==> config.mk <==
export PLATFORM = sky130hd
export DESIGN_NAME = instruction_loader
export DESIGN_NICKNAME = d
export VERILOG_FILES = /design/src/rtl/instruction_loader.sv
export SDC_FILE = /design/constraint.sdc
export NUM_CORES = 1
export LEC_CHECK = 0
export CORE_MARGIN = 2
export CORE_UTILIZATION = 27
export CTS_CLUSTER_SIZE = 25
export DETAILED_ROUTE_END_ITERATION = 12
export PLACE_DENSITY = 0.57
export SLEW_MARGIN = 20
export SYNTH_ARGS = -nofsm -noshare
export SYNTH_HDL_FRONTEND = slang
export SYNTH_SLANG_ARGS = --single-unit
==> constraint.sdc <==
create_clock -name clk -period 2.65 [get_ports clk]
set_clock_uncertainty 0.05 [all_clocks]
set_input_delay 0.53 -clock clk [delete_from_list [all_inputs] [get_ports clk]]
set_output_delay 0.53 -clock clk [all_outputs]
set_load 0.02 [all_outputs]
==> src/rtl/instruction_loader.sv <==
// Instruction-memory writer: takes a length-prefixed byte stream, packs big-endian
// 32-bit words and writes them from BASE_ADDR upward while holding the CPU stalled.
module instruction_loader #(
  parameter int          DEPTH     = 64,
  parameter logic [31:0] BASE_ADDR = 32'h0000_0000,
  parameter int          CW        = 7
) (
  input  logic          clk,
  input  logic          reset_n,
  input  logic          start,
  input  logic          in_valid,
  input  logic [7:0]    in_data,
  output logic          in_ready,
  output logic          mem_we,
  output logic [31:0]   mem_addr,
  output logic [31:0]   mem_wdata,
  output logic          cpu_hold,
  output logic          done,
  output logic          error,
  output logic [CW-1:0] words_loaded
);

  typedef enum logic [2:0] {
    S_IDLE,
    S_LEN_HI,
    S_LEN_LO,
    S_DATA,
    S_WRITE,
    S_DONE,
    S_ERROR
  } state_t;

  localparam logic [15:0] DEPTH_LEN = 16'(DEPTH);

  state_t          state_q;
  logic [7:0]      len_hi_q;
  logic [15:0]     remaining_q;
  logic [1:0]      byte_idx_q;
  logic [23:0]     word_q;
  logic            mem_we_q;
  logic [31:0]     mem_addr_q;
  logic [31:0]     mem_wdata_q;
  logic            cpu_hold_q;
  logic            done_q;
  logic            error_q;
  logic [CW-1:0]   words_loaded_q;

  logic            accept;
  logic [15:0]     length_d;
  logic [31:0]     word_d;

  // in_ready depends on state alone so the source never sees a combinational loop
  always_comb begin
    in_ready = (state_q == S_LEN_HI) || (state_q == S_LEN_LO) || (state_q == S_DATA);
  end

  assign accept   = in_valid && in_ready;
  assign length_d = {len_hi_q, in_data};
  assign word_d   = {word_q, in_data};

  always_ff @(posedge clk or negedge reset_n) begin
    if (!reset_n) begin
      state_q        <= S_IDLE;
      len_hi_q       <= '0;
      remaining_q    <= '0;
      byte_idx_q     <= '0;
      word_q         <= '0;
      mem_we_q       <= 1'b0;
      mem_addr_q     <= BASE_ADDR;
      mem_wdata_q    <= '0;
      cpu_hold_q     <= 1'b0;
      done_q         <= 1'b0;
      error_q        <= 1'b0;
      words_loaded_q <= '0;
    end else begin
      case (state_q)
        S_IDLE, S_DONE, S_ERROR: begin
          if (start) begin
            done_q         <= 1'b0;
            error_q        <= 1'b0;
            words_loaded_q <= '0;
            mem_addr_q     <= BASE_ADDR;
            cpu_hold_q     <= 1'b1;
            byte_idx_q     <= '0;
            state_q        <= S_LEN_HI;
          end
        end
        S_LEN_HI: begin
          if (accept) begin
            len_hi_q <= in_data;
            state_q  <= S_LEN_LO;
          end
        end
        S_LEN_LO: begin
          if (accept) begin
            if (length_d == 16'd0) begin
              done_q     <= 1'b1;
              cpu_hold_q <= 1'b0;
              state_q    <= S_DONE;
            end else if (length_d > DEPTH_LEN) begin
              error_q    <= 1'b1;
              cpu_hold_q <= 1'b0;
              state_q    <= S_ERROR;
            end else begin
              remaining_q <= length_d;
              byte_idx_q  <= '0;
              state_q     <= S_DATA;
            end
          end
        end
        S_DATA: begin
          // Shift left so the first byte of a word lands in bits [31:24]
          if (accept) begin
            word_q     <= word_d[23:0];
            byte_idx_q <= byte_idx_q + 2'd1;
            if (byte_idx_q == 2'd3) begin
              mem_we_q    <= 1'b1;
              mem_wdata_q <= word_d;
              state_q     <= S_WRITE;
            end
          end
        end
        S_WRITE: begin
          mem_we_q       <= 1'b0;
          mem_addr_q     <= mem_addr_q + 32'd4;
          words_loaded_q <= words_loaded_q + CW'(1);
          remaining_q    <= remaining_q - 16'd1;
          if (remaining_q == 16'd1) begin
            done_q     <= 1'b1;
            cpu_hold_q <= 1'b0;
            state_q    <= S_DONE;
          end else begin
            state_q <= S_DATA;
          end
        end
        default: state_q <= S_IDLE;
      endcase
    end
  end

  assign mem_we       = mem_we_q;
  assign mem_addr     = mem_addr_q;
  assign mem_wdata    = mem_wdata_q;
  assign cpu_hold     = cpu_hold_q;
  assign done         = done_q;
  assign error        = error_q;
  assign words_loaded = words_loaded_q;

endmodule

==> flow_summary.yaml <==
detailed_routing:
  vias_per_cell: 4.87
  dr_total_vias: 4829
  postRouteAntennaNets: 0
  initialDrtViolationCount: 260
  drt_first_pass_iters: 4
  wire_per_inst_um: 14.7
  drt-total-wl_mm: 14.5
  drcViolationCount: 0
cells_and_area:
  fin_cells: 992
  multi_input_area_um2: 2670
  final_cell_area_um2: 7930
  nNetsFinal: 717
  nFillCells: 2220
  antenna_cells: 0
  drive_gt1_share_pct: 17.7
  synthToLayoutAreaGrowth_pct: 33.0
  seq_area_um2: 3150
synth:
  synth_warnings: 0
  syn_inst: 591
  synthArstFlopShare_pct: 100
  synth_edf_count: 0
  synth.avg_cell_area_um2: 10.1
  synth.distinct_cells: 54
  synth-seq-cells: 126
  netlist_area_um2: 5960
  synth_flop_cell: "dfrtp_1"
  yosysSeqAreaShare_pct: 52.9
min_path:
  hold_path.class: "input port to async pin"
clock_tree:
  worstSkewPairLatency_ps: 420
  clkSinkCount: 126
  cts_setup_buffers: 0
  htree_levels: 4
  cts_tree: "yes"
  cts_buffers: 17
  clockBufferDepth: 2
  cts.hold.buffers_added: 0
  cts-root-buf: "clkbuf_16"
  clk_pin_slew_worst_paths_ps: 60
  cts_resized: 0
critical_path:
  cp.arrival_ps: 1880
  cp_max_fo: 15
  reg2reg_depth: 6
  path_class: "flip-flop to output port"
  worst_setup_path_start_kind: "flip-flop"
  worstReg2RegEnd: "remaining_q[5]$_DFFE_PN0P_"
  reg2reg_from: "state_q[1]$_DFFE_PN0P_"
  endpoint_kind: "output port"
  worstPathRequired_ps: 2070
  r2r_slack_ps: 400
status:
  status: "completed"
floorplanning:
  core_um2: 21800
  die_h_um: 153
  start_util_pct: 27.4
  chipWidth_um: 153
  die-area_um2: 23300
  rows: 54
  io_pins: 88
sta:
  fin_crit_sh_pct: 92.9
  rsz0062_at_grt: "false"
  finalCriticalPeriod_ps: 2460
  finalHoldViolCount: 0
  fmax_ghz: 0.406
  maxSlewViolCount: 0
  tightestPinTransition_ps: 571
  slew_headroom_pct: 61.6
  finalSetupViolCount: 0
placement:
  postPlaceCellArea_um2: 7370
  finalWeightedCongestion: 0.786
  post-dp-hpwl_mm: 9.63
  dp_cells: 961
  port_buffers: 85
pwr:
  p_leak_uw: 0.00349
  power.total_uw: 7510
  worst_ir_drop_vdd_v: 0.000392
  powerDensity_nw_per_um2: 947
global_route:
  antenna_found_initial: 0
  grt_pass1_wl_mm: 24.8
  grt.overflow.total: 0
  grt_max_degree: 51
  grt.total_usage_pct: 13.0
  first_global_vias: 4724
job:
  maxCapViolCount: 0
-- area by class of cell --
| cell class | instances | area share, % |
|---|---|---|
| well taps | 280 | 4.42 |
| clock buffers | 17 | 5.36 |
| clock inverters | 14 | 1.69 |
| flip-flops and latches | 126 | 39.8 |
| inverters | 11 | 0.521 |
| multi-input cells | 426 | 33.6 |
| repair buffers | 118 | 14.6 |
-- layer usage --
layer | up-vias | share of wire (%) | track usage (%)
met5 | - | 0 | 0
met4 | 0 | 1.3 | 4.32
met3 | 17 | 3.8 | 3.01
met2 | 105 | 43 | 19.0
met1 | 2345 | 51 | 19.0
li1 | 2362 | - | -
-- metrics by stage --
step,worst slack (ps),TNS [ps],hold WS [ps],utilization (%)
floorplan,449,0,184,-
global placement,-1.15,-1.15,408,33.9
detailed placement,-13.9,-19.6,410,33.9
CTS,154,0,50.1,36.5
global route,53.6,0,78.4,36.5
finish,188,0,46.9,36.5
-- cell usage in the layout (no fill, tap or decap), types with 10 or more instances in the layout --
cell type	count
a21oi_1	17
buf_4	29
clkbuf_16	17
clkdlybuf4s50_1	84
dfrtp_1	126
inv_1	11
mux2_2	42
nand2_1	114
nand3_1	34
nand4_1	12
nor2_1	25
nor3_1	14
o211ai_1	10
o21ai_0	47
-- Yosys cell counts, types with 5 or more instances --
cell type | n | area (um^2)
a31oi_1 | 9 | 56.3
nand3_1 | 34 | 170
mux2_2 | 42 | 473
dfrtp_1 | 126 | 3150
o31ai_1 | 5 | 37.5
ha_1 | 5 | 62.6
o311ai_0 | 6 | 52.6
nand2b_1 | 6 | 37.5
o211ai_1 | 10 | 75.1
clkbuf_1 | 15 | 56.3
inv_1 | 11 | 41.3
nand2_1 | 114 | 428
buf_2 | 8 | 40.0
a22o_1 | 5 | 43.8
a21oi_1 | 17 | 85.1
nor2_1 | 25 | 93.8
and3_1 | 6 | 37.5
nor3_1 | 14 | 70.1
o21ai_0 | 47 | 235
or4_1 | 7 | 52.6
or3_1 | 9 | 56.3
nand4_1 | 12 | 75.1
-- flip-flops by register name, indices dropped and copies added, names as in the netlist --
register	flops
len_hi_q	8
state_q	3
error	1
cpu_hold	1
word_q	24
byte_idx_q	2
words_loaded	7
done	1
remaining_q	16
mem_addr	30
mem_wdata	32
mem_we	1
-- power breakdown --
part           internal (uW)  switching [uW]  leakage, uW
Clock                   1300             937     0.000270
Combinational           1100            1220      0.00157
Sequential              2480             466      0.00165
Total                   4880            2630      0.00349
-- cells by family (layout without fill, tap and decap cells) --
family | count (synthesis) | count (layout) | synth area share (%)
xor+xnor | 1 | 1 | 0.147
simple gates | 258 | 258 | 22.6
flops | 126 | 126 | 52.9
other cells | 1 | 2 | 0.0629
buf+inv | 40 | 160 | 2.81
compound gates | 117 | 117 | 12.4
fa+ha+maj | 5 | 5 | 1.05
mux | 43 | 43 | 8.10
-- worst max-delay path, stage by stage (launching register included) --
cell	delay (ps)
dfrtp_1	610
nor2_1	100
nor2_1	130
clkdlybuf4s50_1	630
-- worst max-delay path by stage --
stage | start | endpoint | depth (start not counted)
2_1_floorplan | mem_addr[2]$_DFFE_PN0P_ | mem_addr[26]$_DFFE_PN0P_ | 6
3_3_place_gp | in_data[3] | remaining_q[5]$_DFFE_PN0P_ | 7
3_5_place_dp | in_data[3] | remaining_q[5]$_DFFE_PN0P_ | 7
4_1_cts | state_q[1]$_DFFE_PN0P_ | in_ready | 3
5_1_grt | state_q[1]$_DFFE_PN0P_ | in_ready | 3
6_report | state_q[1]$_DFFE_PN0P_ | in_ready | 3
Power figures use the tool's default switching activity.
